--- src/rtl/buzzer_tone_seq_if.sv ---
// Request/status bundle between the game control logic and the buzzer sequencer.
// Master drives the tone requests; slave (the sequencer) returns pin and status.
interface buzzer_tone_seq_if #(
    parameter int N_TONES = 2
);
    localparam int AT_W = (N_TONES > 1) ? $clog2(N_TONES) : 1;

    logic [N_TONES-1:0] Tone_Req;
    logic               Burst_En;
    logic               Buzzer_Out;
    logic [AT_W-1:0]    Active_Tone;
    logic               Busy;
    logic               Done;

    modport master (
        output Tone_Req, Burst_En,
        input  Buzzer_Out, Active_Tone, Busy, Done
    );

    modport slave (
        input  Tone_Req, Burst_En,
        output Buzzer_Out, Active_Tone, Busy, Done
    );
endinterface

--- src/rtl/buzzer_tone_seq.sv ---
// Prioritised multi-channel square-wave buzzer driver with optional on/off burst gating.
// The pin is active-low; every silent state drives IDLE_LEVEL.
module buzzer_tone_seq #(
    parameter int                       N_TONES      = 2,
    parameter int                       DIV_W        = 23,
    parameter logic [N_TONES*DIV_W-1:0] HALF_PERIODS = {23'd50607, 23'd95419},
    parameter int                       DUR_W        = 26,
    parameter logic [DUR_W-1:0]         ON_CYCLES    = 26'd25000000,
    parameter logic [DUR_W-1:0]         OFF_CYCLES   = 26'd25000000,
    parameter logic [3:0]               BURST_N      = 4'd3,
    parameter logic                     IDLE_LEVEL   = 1'b1
) (
    input  logic              CLK,
    input  logic              RSTn,
    buzzer_tone_seq_if.slave  bus
);
    localparam int AT_W = (N_TONES > 1) ? $clog2(N_TONES) : 1;

    typedef enum logic [1:0] {
        S_IDLE     = 2'd0,
        S_TONE_ON  = 2'd1,
        S_TONE_OFF = 2'd2,
        S_HOLD     = 2'd3
    } state_t;

    state_t             r_state;
    state_t             w_state_nxt;
    logic [N_TONES-1:0] r_req_q;
    logic [AT_W-1:0]    r_active;
    logic               r_burst;
    logic [DIV_W-1:0]   r_div;
    logic [DUR_W-1:0]   r_dur;
    logic [3:0]         r_beeps;
    logic               r_out;
    logic               r_busy;
    logic               r_done;

    logic [AT_W-1:0]    w_active_nxt;
    logic               w_burst_nxt;
    logic [DIV_W-1:0]   w_div_nxt;
    logic [DUR_W-1:0]   w_dur_nxt;
    logic [3:0]         w_beeps_nxt;
    logic               w_out_nxt;
    logic               w_done_nxt;

    logic [AT_W-1:0]    w_winner;
    logic               w_any;
    logic [DIV_W-1:0]   w_hp;
    logic               w_div_end;
    logic               w_on_end;
    logic               w_off_end;
    logic               w_last_beep;
    logic               w_preempt;

    // Request capture register
    always_ff @(posedge CLK or negedge RSTn) begin
        if (!RSTn) begin
            r_req_q <= '0;
        end else begin
            r_req_q <= bus.Tone_Req;
        end
    end

    // Priority encoder: lowest set index of the captured requests wins
    always_comb begin
        w_winner = '0;
        for (int i = N_TONES - 1; i >= 0; i--) begin
            w_winner = r_req_q[i] ? AT_W'(i) : w_winner;
        end
    end

    assign w_any       = |r_req_q;
    assign w_hp        = HALF_PERIODS[int'(r_active)*DIV_W +: DIV_W];
    assign w_div_end   = (r_div == w_hp);
    assign w_on_end    = r_burst && (r_dur == (ON_CYCLES - DUR_W'(1)));
    assign w_off_end   = (r_dur == (OFF_CYCLES - DUR_W'(1)));
    assign w_last_beep = ((r_beeps + 4'd1) == BURST_N);
    assign w_preempt   = (w_winner != r_active);

    // FSM state register
    always_ff @(posedge CLK or negedge RSTn) begin
        if (!RSTn) begin
            r_state <= S_IDLE;
        end else begin
            r_state <= w_state_nxt;
        end
    end

    // FSM next-state logic: release beats preemption, preemption beats phase end
    always_comb begin
        w_state_nxt = r_state;
        case (r_state)
            S_IDLE: begin
                w_state_nxt = w_any ? S_TONE_ON : S_IDLE;
            end
            S_TONE_ON: begin
                if (!w_any) begin
                    w_state_nxt = S_IDLE;
                end else if (w_preempt) begin
                    w_state_nxt = S_TONE_ON;
                end else if (w_on_end) begin
                    w_state_nxt = w_last_beep ? S_HOLD : S_TONE_OFF;
                end else begin
                    w_state_nxt = S_TONE_ON;
                end
            end
            S_TONE_OFF: begin
                if (!w_any) begin
                    w_state_nxt = S_IDLE;
                end else if (w_preempt || w_off_end) begin
                    w_state_nxt = S_TONE_ON;
                end else begin
                    w_state_nxt = S_TONE_OFF;
                end
            end
            S_HOLD: begin
                w_state_nxt = w_any ? S_HOLD : S_IDLE;
            end
            default: begin
                w_state_nxt = S_IDLE;
            end
        endcase
    end

    // FSM output/datapath logic: counters and pin default to cleared/idle every cycle
    always_comb begin
        w_active_nxt = r_active;
        w_burst_nxt  = r_burst;
        w_div_nxt    = '0;
        w_dur_nxt    = '0;
        w_beeps_nxt  = r_beeps;
        w_out_nxt    = IDLE_LEVEL;
        w_done_nxt   = 1'b0;
        case (r_state)
            S_IDLE: begin
                if (w_any) begin
                    w_active_nxt = w_winner;
                    w_burst_nxt  = bus.Burst_En;
                    w_beeps_nxt  = 4'd0;
                end else begin
                    w_beeps_nxt  = r_beeps;
                end
            end
            S_TONE_ON: begin
                if (!w_any) begin
                    w_beeps_nxt = r_beeps;
                end else if (w_preempt) begin
                    w_active_nxt = w_winner;
                    w_burst_nxt  = bus.Burst_En;
                    w_beeps_nxt  = 4'd0;
                end else if (w_on_end) begin
                    w_beeps_nxt = r_beeps + 4'd1;
                    w_done_nxt  = w_last_beep;
                end else begin
                    w_div_nxt = w_div_end ? '0 : (r_div + DIV_W'(1));
                    w_out_nxt = w_div_end ? ~r_out : r_out;
                    w_dur_nxt = r_burst ? (r_dur + DUR_W'(1)) : '0;
                end
            end
            S_TONE_OFF: begin
                if (!w_any) begin
                    w_beeps_nxt = r_beeps;
                end else if (w_preempt) begin
                    w_active_nxt = w_winner;
                    w_burst_nxt  = bus.Burst_En;
                    w_beeps_nxt  = 4'd0;
                end else if (w_off_end) begin
                    w_dur_nxt = '0;
                end else begin
                    w_dur_nxt = r_dur + DUR_W'(1);
                end
            end
            S_HOLD: begin
                w_beeps_nxt = r_beeps;
            end
            default: begin
                w_beeps_nxt = 4'd0;
            end
        endcase
    end

    // Datapath and registered outputs
    always_ff @(posedge CLK or negedge RSTn) begin
        if (!RSTn) begin
            r_active <= '0;
            r_burst  <= 1'b0;
            r_div    <= '0;
            r_dur    <= '0;
            r_beeps  <= 4'd0;
            r_out    <= IDLE_LEVEL;
            r_busy   <= 1'b0;
            r_done   <= 1'b0;
        end else begin
            r_active <= w_active_nxt;
            r_burst  <= w_burst_nxt;
            r_div    <= w_div_nxt;
            r_dur    <= w_dur_nxt;
            r_beeps  <= w_beeps_nxt;
            r_out    <= w_out_nxt;
            r_busy   <= (w_state_nxt != S_IDLE);
            r_done   <= w_done_nxt;
        end
    end

    assign bus.Buzzer_Out  = r_out;
    assign bus.Active_Tone = r_active;
    assign bus.Busy        = r_busy;
    assign bus.Done        = r_done;
endmodule

--- src/flat_wrapper.sv ---
// flat-port wrapper written by rule: the top's interface ports become plain ports
module buzzer_tone_seq_flat 
#(
    parameter int                       N_TONES      = 2,
    parameter int                       DIV_W        = 23,
    parameter logic [N_TONES*DIV_W-1:0] HALF_PERIODS = {23'd50607, 23'd95419},
    parameter int                       DUR_W        = 26,
    parameter logic [DUR_W-1:0]         ON_CYCLES    = 26'd25000000,
    parameter logic [DUR_W-1:0]         OFF_CYCLES   = 26'd25000000,
    parameter logic [3:0]               BURST_N      = 4'd3,
    parameter logic                     IDLE_LEVEL   = 1'b1
)
  (CLK, RSTn, bus_Tone_Req, bus_Burst_En, bus_Buzzer_Out, bus_Active_Tone, bus_Busy, bus_Done);
  buzzer_tone_seq_if #(.N_TONES(N_TONES)) bus_i ();
  input  logic CLK;
  input  logic RSTn;
  input wire logic [$bits(bus_i.Tone_Req)-1:0] bus_Tone_Req;
  input wire logic [$bits(bus_i.Burst_En)-1:0] bus_Burst_En;
  output wire logic [$bits(bus_i.Buzzer_Out)-1:0] bus_Buzzer_Out;
  output wire logic [$bits(bus_i.Active_Tone)-1:0] bus_Active_Tone;
  output wire logic [$bits(bus_i.Busy)-1:0] bus_Busy;
  output wire logic [$bits(bus_i.Done)-1:0] bus_Done;
  assign bus_i.Tone_Req = bus_Tone_Req;
  assign bus_i.Burst_En = bus_Burst_En;
  assign bus_Buzzer_Out = bus_i.Buzzer_Out;
  assign bus_Active_Tone = bus_i.Active_Tone;
  assign bus_Busy = bus_i.Busy;
  assign bus_Done = bus_i.Done;
  buzzer_tone_seq #(.N_TONES(N_TONES), .DIV_W(DIV_W), .HALF_PERIODS(HALF_PERIODS), .DUR_W(DUR_W), .ON_CYCLES(ON_CYCLES), .OFF_CYCLES(OFF_CYCLES), .BURST_N(BURST_N), .IDLE_LEVEL(IDLE_LEVEL)) u_core (.CLK(CLK), .RSTn(RSTn), .bus(bus_i));
endmodule
--- config.mk ---
export PLATFORM = sky130hd
export DESIGN_NAME = buzzer_tone_seq_flat
export DESIGN_NICKNAME = d
export VERILOG_FILES = /design/src/rtl/buzzer_tone_seq_if.sv /design/src/rtl/buzzer_tone_seq.sv /design/src/flat_wrapper.sv
export SDC_FILE = /design/constraint.sdc
export NUM_CORES = 1
export LEC_CHECK = 0
export BUFFER_PORTS_ARGS = -buffer_cell sky130_fd_sc_hd__clkbuf_2
export CORE_ASPECT_RATIO = 0.5
export CORE_MARGIN = 4
export CORE_UTILIZATION = 40
export DETAILED_ROUTE_END_ITERATION = 10
export MAX_ROUTING_LAYER = met4
export SETUP_SLACK_MARGIN = 0.3
export SYNTH_ARGS = -nofsm -noshare
export SYNTH_HDL_FRONTEND = slang
export SYNTH_SLANG_ARGS = --single-unit
--- constraint.sdc ---
create_clock -name CLK -period 2 [get_ports CLK]
set_input_delay 0.2 -clock CLK [delete_from_list [all_inputs] [get_ports CLK]]
set_output_delay 0.2 -clock CLK [all_outputs]
set_load 0.01 [all_outputs]
After elaboration in Yosys (flattened, before gate mapping)
Cells that the tools add are included.
{ "totals": {"n_memories": 0, "ram_bits": 0, "latchBits": 0, "output_inout_bits": 4, "inputBits": 5, "word_cells": 89, "register_bits": 62, "rom_bits": 0} }
{ "classes": {"n_shift": 1, "div": 0, "reduce_logical": 9, "multipliers": 1, "mux": 48, "addsub": 3, "bitwise_logic": 2, "order_cmp": 0, "eq_ne": 15} }
{ "ops": {"columns": ["op", "n"], "rows": [
  ["26-bit two-way mux", 7],
  ["23-bit two-way mux", 5],
  ["26-bit case mux with 2 select lines", 1],
  ["46-bit by 32-bit variable part select with 23-bit output (first input constant)", 1],
  ["26-bit by 1-bit adder with 26-bit output (second input constant)", 1],
  ["26-bit by 25-bit == test with 1-bit output (second input constant)", 1],
  ["4-bit two-way mux", 6],
  ["23-bit by 1-bit adder with 23-bit output (second input constant)", 1],
  ["23-bit == test", 1],
  ["1-bit two-way mux", 19],
  ["2-bit two-way mux", 6],
  ["2-bit by 1-bit != test with 1-bit output (second input constant)", 6],
  ["4-bit case mux with 3 select lines", 1],
  ["2-bit case mux with 4 select lines", 1],
  ["1-bit by 5-bit multiplier with 6-bit output (second input constant)", 1],
  ["6-bit AND reduction", 1],
  ["5-bit != test (second input constant)", 1],
  ["4-bit by 1-bit adder with 4-bit output (second input constant)", 1],
  ["2-bit == test (second input constant)", 2],
  ["4-bit by 2-bit == test with 1-bit output (second input constant)", 1],
  ["1-bit case mux with 2 select lines", 2],
  ["4-bit AND reduction", 1],
  ["2-bit nonzero test", 2],
  ["2-bit OR reduction", 2],
  ["other kinds (7)", 8]
]} }

Longest topological paths before layout
Gate-level depths: netlist of run 1.
{ "depth": {"word_depth": 8, "depth_mapped": 8, "ltp_nobuf": 6} }

Worst setup path before layout of run 1
OpenSTA, ideal clock, no wires.
{ "synth_timing": {"kind": "reg2reg", "start": "register u_core.r_dur[0]", "end": "register u_core.r_div[19]", "synth_period_minus_slack_ps": 1872, "required_ps": 1929, "stages_incl_launch_ff": 9, "path_slack_ps": 128, "setup_ps": 71, "arrival_ps": 1800, "n_path_buf": 2, "path_cell_list": "dfrtp_1 > ha_1 > and3_1 > and4_4 > nand3_2 > or3b_1 > buf_2 > buf_6 > nor2_1"} }
{ "synth_between": {"elab_chain_cells": 6} }
{ "synth_lines": {"columns": ["item", "line", "rtl"], "rows": [
  ["from (decl)", "buzzer_tone_seq.sv:32", "logic [DUR_W-1:0] r_dur;"],
  ["from (signal assigned)", "buzzer_tone_seq.sv:197", "r_dur <= w_dur_nxt;"],
  ["26-bit by 25-bit == test with 1-bit output", "buzzer_tone_seq.sv:75", "assign w_on_end = r_burst && (r_dur == (ON_CYCLES - DUR_W'(1)));"],
  ["1-bit logical AND", "buzzer_tone_seq.sv:75", null],
  ["23-bit two-way mux", "buzzer_tone_seq.sv:151", "end else if (w_on_end) begin"],
  ["23-bit two-way mux", "buzzer_tone_seq.sv:147", "end else if (w_preempt) begin"],
  ["23-bit two-way mux", "buzzer_tone_seq.sv:145", "if (!w_any) begin"],
  ["23-bit two-way mux", "buzzer_tone_seq.sv:134", "case (r_state)"],
  ["net u_core.w_div_nxt[19]", "buzzer_tone_seq.sv:40", "logic [DIV_W-1:0] w_div_nxt;"],
  ["to (signal assigned)", "buzzer_tone_seq.sv:196", "r_div <= w_div_nxt;"],
  ["to (decl)", "buzzer_tone_seq.sv:31", "logic [DIV_W-1:0] r_div;"]
]} }
The timed path passes the listed nets, and every way through them passes these cells.
A chain may end at the register's enable or synchronous reset.

Worst setup path in the final report of run 1
{ "layout_timing": {"start": "register u_core.r_dur[1]", "end": "register u_core.r_div[22]"} }
Same word-level chain as after synthesis.

==> results of run 1 <==
## metal layers
layer  track usage  vias up
met3        0.0510       14
met5             -        -
met1         0.196     1354
met4        0.0591        0
li1              -     1286
met2         0.304       55
## cells in the mapped netlist (all sizes together), types with 2 or more instances
cell type / number / area, µm²
nand4: 13 / 100
mux2: 4 / 45.0
o21ai: 4 / 20.0
a21oi: 6 / 30.0
nor2: 58 / 220
xnor2: 31 / 272
nand3: 22 / 115
dfrtp: 61 / 1530
buf: 8 / 52.6
nor4: 7 / 71.3
and2: 4 / 25.0
nor3: 10 / 60.1
and3: 7 / 45.1
inv: 10 / 37.5
xor2: 19 / 166
nor4bb: 2 / 20.0
nand4b: 4 / 35.0
nor2b: 4 / 27.5
a22o: 2 / 17.5
clkbuf: 2 / 7.51
nor4b: 8 / 88.8
o21a: 2 / 15.0
nand2: 22 / 82.6
and4: 6 / 56.3
a211o: 3 / 26.3
ha: 9 / 113
## critical path: stages (launching register included)
cell	delay [ns]
dfrtp_1	0.40
ha_2	0.20
and3_4	0.18
and4_4	0.16
nand3_4	0.10
or3b_4	0.45
clkbuf_16	0.19
nor2_2	0.10
## per-stage QoR
| stage | worst slack, ns | total power (W) | hold slack, ns |
|---|---|---|---|
| after floorplan | 0.225 | 0.00182 | -0.0956 |
| after global placement | 0.135 | 0.00198 | 0.135 |
| after detailed placement | 0.0932 | 0.00200 | 0.144 |
| after CTS | 0.186 | 0.00379 | 0.0913 |
| after global routing | 0.0774 | 0.00407 | 0.0974 |
| final | 0.136 | 0.00389 | 0.103 |
## area by class of cell
type	count	area [µm²]	share of cell area
Clock buffer	13	270	0.0601
Inverter	10	37.5	0.00835
Clock inverter	3	42.5	0.00947
Multi-Input combinational cell	256	1910	0.425
Sequential cell	62	1560	0.347
Tap cell	112	140	0.0312
Timing Repair Buffer	55	533	0.119
## power breakdown
| part | switching (W) | leakage, nW | internal, W |
|---|---|---|---|
| Sequential | 0.0000826 | 0.840 | 0.00132 |
| Clock | 0.000527 | 0.152 | 0.00106 |
| Combinational | 0.000449 | 0.861 | 0.000454 |
| Total | 0.00106 | 1.85 | 0.00283 |
## timing repair
item / CTS / global route
pin swaps: 10 / 5
hold endpoints to repair: 14 / 0
hold buffers: 3 / 0
gates cloned: 3 / 2
setup endpoints to repair: 56 / 58
setup buffers: 17 / 9
gates resized for setup: 16 / 31
## layout by cell type, fill, tap and decap left out, drive strengths merged, types with 4 or more instances in the layout
cell    instances
a21oi           6
and2            4
and3            7
and4            6
buf            41
clkbuf         24
dfrtp          61
ha              9
inv            10
mux2            4
nand2          22
nand3          22
nand4          13
nand4b          4
nor2           58
nor2b           4
nor3           10
nor4            7
nor4b           8
o21ai           4
xnor2          31
xor2           19
## state kept, by name (all words and copies together), names as in the netlist
name,cells
u_core.r_dur,26
u_core.r_div,23
u_core.r_beeps,4
u_core.r_req_q,2
u_core.r_state,2
u_core.bus.Active_Tone,1
u_core.bus.Busy,1
u_core.bus.Buzzer_Out,1
u_core.bus.Done,1
u_core.r_burst,1
## logic make-up (layout without fill, tap and decap cells)
group | Yosys count | after routing | synth area share
mux | 4 | 4 | 0.0133
simple gates | 172 | 172 | 0.292
fa+ha+maj | 9 | 9 | 0.0333
flops | 62 | 62 | 0.460
buf+inv | 20 | 81 | 0.0289
compound gates | 21 | 21 | 0.0433
xor+xnor | 50 | 50 | 0.130
## worst max-delay path by stage
stage | from | endpoint | slack (ns) | cells after the start
2_1_floorplan | u_core.r_dur[0] | u_core.r_div[0] | 0.23 | 8
3_3_place_gp | u_core.r_dur[9] | u_core.r_beeps[0] | 0.14 | 5
3_5_place_dp | u_core.r_dur[17] | u_core.r_beeps[0] | 0.09 | 5
4_1_cts | u_core.r_dur[1] | u_core.r_div[22] | 0.19 | 7
5_1_grt | u_core.r_state[1] | u_core.r_beeps[0] | 0.08 | 6
6_report | u_core.r_dur[1] | u_core.r_div[22] | 0.14 | 7
==> metrics.md, run 1 <==
| Metric | Value |
|---|---|
| Top_reg_cell synth | `dfrtp_1` |
| Inst Count DP | `461` |
| Core Region | `8120 µm²` |
| CTS tree | `done` |
| Critical Path Sink Type | `flop` |
| IO Pins | `9` |
| CP Launch Type | `flop` |
| Slew HR | `0.707` |
| Fmax | `0.536 GHz` |
| Worst-Skew Late Latency | `0.33 ns` |
| Post-route clock period utilization | `0.932` |
| R2R Setup Slk | `0.14 ns` |
| Largest net degree at the start of global routing | `33` |
| Hold Crit Class | `in -> reg` |
| Synth Register Bits | `62` |
| Status | `complete, no violations` |
| Reg2reg end | `u_core.r_div[22]` |
| Post-Synthesis Cells | `338` |
| LEAKAGE | `1.85 nW` |
| Final hold violation count | `0` |
| Hold path start | `bus_Burst_En` |
| Clock Path Buffers | `2` |
| WP data arrival | `2.12 ns` |
| Vias per Instance | `5.30` |
| Final net count | `408` |
| Root Buffer | `clkbuf_16` |
| Fillcell total | `704` |
| Mean Syn Cell Area | `9.99 µm²` |
| WL met2 | `4.12 mm` |
| WHS Path Cells | `2` |
| DR vias | `2709` |
| # H-tree levels | `3` |
| Crit Path Class | `reg -> reg` |
| Max-cap viol count | `0` |
| Routed Wire Length | `8.10 mm` |
| Gr usage total | `0.175` |
| Worst Skew | `0.00742 ns` |
| Grt ovf | `0` |
| Met3 WL post-DR | `255 µm` |
| DRC | `0` |
| Layout cells sized above 1 | `0.306` |
| Starting Density | `0.416` |
| Highest Signal Layer | `met4` |
| WL met1 | `3.60 mm` |
| DP Wirelength | `4.80 mm` |
| Setup-failing EPs final | `0` |
| Die area | `10100 µm²` |
| Placed cell area | `3650 µm²` |
| Num CTS Buffers | `9` |
| PwrDens | `866 nW/µm²` |
| Design Area, Final | `4490 µm²` |
| Initial antenna violation count | `0` |
| Routability-driven placement congestion ratio | `0.863` |
| Ys Warns | `0` |
| First-pass GRT wire length | `13.4 mm` |
| Fin. max-slew vios | `0` |
| Vias in the first global route | `2810` |
| Die W | `138 µm` |
| R2R cell count | `7` |
| RSZ-0062 raised after global routing | `true` |
| WP data required | `2.26 ns` |
| Min Tclk post-route | `1.86 ns` |
| Register area share after synthesis | `0.460` |
| Final Util | `0.554` |
| Die height | `73.0 µm` |
| Hold Path Sink | `u_core.r_burst` |
| Detailed-router iteration count before antenna repair | `4` |
| Post-Syn Nets | `352` |
| Worst vdd ir | `0.349 mV` |
| Worst slew pin tran | `0.439 ns` |
| Final non-filler cell total | `511` |
| FF-to-FF Start | `u_core.r_dur[1]` |
| DRT iter0 DRCs | `126` |
| Setup Total Neg Slack | `0 ns` |
| Area growth syn-to-layout | `33.0%` |
| FP Rows | `23` |
| Post-route ant nets | `0` |
| Port Buf Inserts | `8` |
| Syn Std Cell Area | `3380 µm²` |
| Diode count | `0` |
| Crit-path max FO | `6` |
| Number of flops mapped to enable cells by yosys | `0` |
| Asr flop ratio synth | `1.00` |
| Clock edge transition at the registers on the reported setup and hold paths | `0.05 ns` |
| DR WL/cell | `15.8 µm` |
| Netlist cell types | `48` |
| Sink Count | `62` |
No activity file was read; power rests on OpenSTA's default activity.
==> run 2: changes to the inputs <==
--- a/config.mk
+++ b/config.mk
@@ -8,7 +8,7 @@
 export BUFFER_PORTS_ARGS = -buffer_cell sky130_fd_sc_hd__clkbuf_2
 export CORE_ASPECT_RATIO = 0.5
 export CORE_MARGIN = 4
-export CORE_UTILIZATION = 40
+export CORE_UTILIZATION = 25
 export DETAILED_ROUTE_END_ITERATION = 10
 export MAX_ROUTING_LAYER = met4
 export SETUP_SLACK_MARGIN = 0.3
==> metrics.md, run 2 (synthesized netlist as in run 1, its figures left out) <==
| Metric | Value |
|---|---|
| Status | `complete, no violations` |
| Initial antenna violation count | `0` |
| Total Power | `0.00399 W` |
| Setup Total Neg Slack | `0 ns` |
| Worst Skew | `0.00711 ns` |
| Final hold violation count | `0` |
| Max-cap viol count | `0` |
| Post-route ant nets | `0` |
| # H-tree levels | `3` |
| Setup-failing EPs final | `0` |
| FF-to-FF Start | `u_core.r_dur[1]` |
| IO Pins | `9` |
| Vias per Instance | `4.55` |
| Worst vdd ir | `0.361 mV` |
| Biggest regs | `u_core.r_dur (26), u_core.r_div (23), u_core.r_beeps (4)` |
| PwrDens | `854 nW/µm²` |
| Sink Count | `62` |
| Commonest cells after routing, fill and taps aside | `dfrtp_1, nor2_1, buf_4, xnor2_1` |
| Grt ovf | `0` |
| Net Switching | `0.00110 W` |
| Fmax | `0.543 GHz` |
| DRC | `0` |
| WP data arrival | `2.05 ns` |
| Sequential share of power | `0.343` |
| Clock Path Buffers | `2` |
| Clk network pwr share | `0.420` |
| Gr usage total | `0.0990` |
| Vias in the first global route | `2496` |
| Worst-Skew Late Latency | `0.33 ns` |
| Crit-path max FO | `6` |
| Inst Count DP | `525` |
| Final Util | `0.361` |
| Layout cells sized above 1 | `0.345` |
| CTS tree | `done` |
| Die height | `90.2 µm` |
| Core Region | `13000 µm²` |
| Min Tclk post-route | `1.84 ns` |
| Hold Crit Class | `in -> reg` |
| Num CTS Buffers | `9` |
| WP data required | `2.21 ns` |
| Reg with most FFs | `u_core.r_dur` |
| First-pass GRT wire length | `12.0 mm` |
| Area growth syn-to-layout | `38.4%` |
| RSZ-0062 raised after global routing | `true` |
| Setup crit end | `u_core.r_dur[4]` |
| Die W | `172 µm` |
| Largest net degree at the start of global routing | `63` |
| Clock edge transition at the registers on the reported setup and hold paths | `0.05 ns` |
| Routed Wire Length | `7.53 mm` |
| Comb power frac | `0.237` |
| Die area | `15600 µm²` |
| Post-route clock period utilization | `0.921` |
| Internal power | `0.00289 W` |
| DR WL/cell | `13.3 µm` |
| Routability-driven placement congestion ratio | `0.841` |
| DRT iter0 DRCs | `100` |
| Critical Path Sink Type | `flop` |
| Final net count | `406` |
| LEAKAGE | `1.87 nW` |
| Root Buffer | `clkbuf_16` |
| R2R cell count | `10` |
| Slew HR | `0.698` |
| Detailed-router iteration count before antenna repair | `4` |
| Reg2reg end | `u_core.r_dur[4]` |
| Max FFs per register | `26` |
| Fin. max-slew vios | `0` |
| Final non-filler cell total | `567` |
| Crit Path Class | `reg -> reg` |
| Commonest non-fill, non-tap cell in the layout | `dfrtp_1` |
| Fin Hold WS | `0.101 ns` |
| FP Rows | `29` |
| DP Wirelength | `4.53 mm` |
| CP Launch Point | `u_core.r_dur[1]` |
| Starting Density | `0.261` |
| CP Launch Type | `flop` |
| Port Buf Inserts | `8` |
| DR vias | `2582` |
| R2R Setup Slk | `0.16 ns` |
| Diode count | `0` |
| Worst slew pin tran | `0.449 ns` |
| Sw frac | `0.277` |
==> run 2: cell types whose count changed in the layout (fill, tap and decap cells not counted), moves of 2 or more <==
cell and delta:
buf_6 -2, clkbuf_8 -2, dfrtp_1 +4, dfrtp_2 -4, nor2_1 -18, nor2_4 +18, nor4_1 +2, nor4_2 -3
nor4b_1 +3, nor4b_2 -3, xnor2_1 -2, xnor2_2 +2
==> run 2: layout make-up <==
type	count	area, µm²
clock buffers	10	239
clock inverters	6	85.1
fillers	1263	8280
inverters	10	37.5
multi-input cells	256	2040
flip-flops and latches	62	1550
well taps	170	213
repair buffers	53	510
==> run 2: timing repair <==
| action | CTS | global route |
|---|---|---|
| endpoints found under the hold margin | 63 | 0 |
| cloned | 2 | 3 |
| gates resized for setup | 39 | 39 |
| pin swaps | 14 | 31 |
| setup buffers | 13 | 5 |
| setup endpoints to repair | 56 | 57 |
| hold buffers | 3 | 0 |
==> run 2: through the flow <==
step | instance area (µm²) | setup WS (ns)
global route | 4680 | 0.0834
finish | 4680 | 0.159
global placement | 3770 | 0.0936
CTS | 4400 | 0.161
detailed placement | 3770 | 0.0555
floorplan | 3410 | 0.225
==> run 2: worst min path at each step <==
| stage | startpoint | end | slack [ns] | cells past startpoint |
|---|---|---|---|---|
| after detailed placement | RSTn | u_core.r_beeps[1] | 0.25 | 2 |
| after CTS | bus_Burst_En | u_core.r_burst | 0.09 | 2 |
| after global placement | RSTn | u_core.r_beeps[1] | 0.24 | 2 |
| after global routing | bus_Burst_En | u_core.r_burst | 0.1 | 2 |
| after floorplan | RSTn | u_core.bus.Active_Tone | -0.1 | 0 |
| final | bus_Burst_En | u_core.r_burst | 0.10 | 2 |
==> run 2: metal layers <==
metal,track usage,vias to the layer above,share of wire
met1,0.126,1255,0.49
met4,0.0425,0,0.021
met2,0.145,24,0.47
li1,-,1290,-
met3,0.0307,13,0.025
met5,-,-,0
==> run 2: critical path: stages (launching register included) <==
cell	delay, ns
dfrtp_1	0.38
ha_2	0.19
and3_4	0.19
and4_4	0.24
buf_6	0.10
buf_6	0.10
nand2_4	0.04
nand4b_1	0.09
buf_6	0.16
clkbuf_16	0.18
nor2_4	0.03
==> run 2: power groups by stage <==
stage	Clock (W)	Sequential, W	Combinational [W]
6_report	0.00168	0.00137	0.000947
4_1_cts	0.00172	0.00137	0.000764
3_5_place_dp	0	0.00139	0.000628
2_1_floorplan	0	0.00140	0.000424
3_3_place_gp	0	0.00139	0.000624
5_1_grt	0.00178	0.00138	0.00104
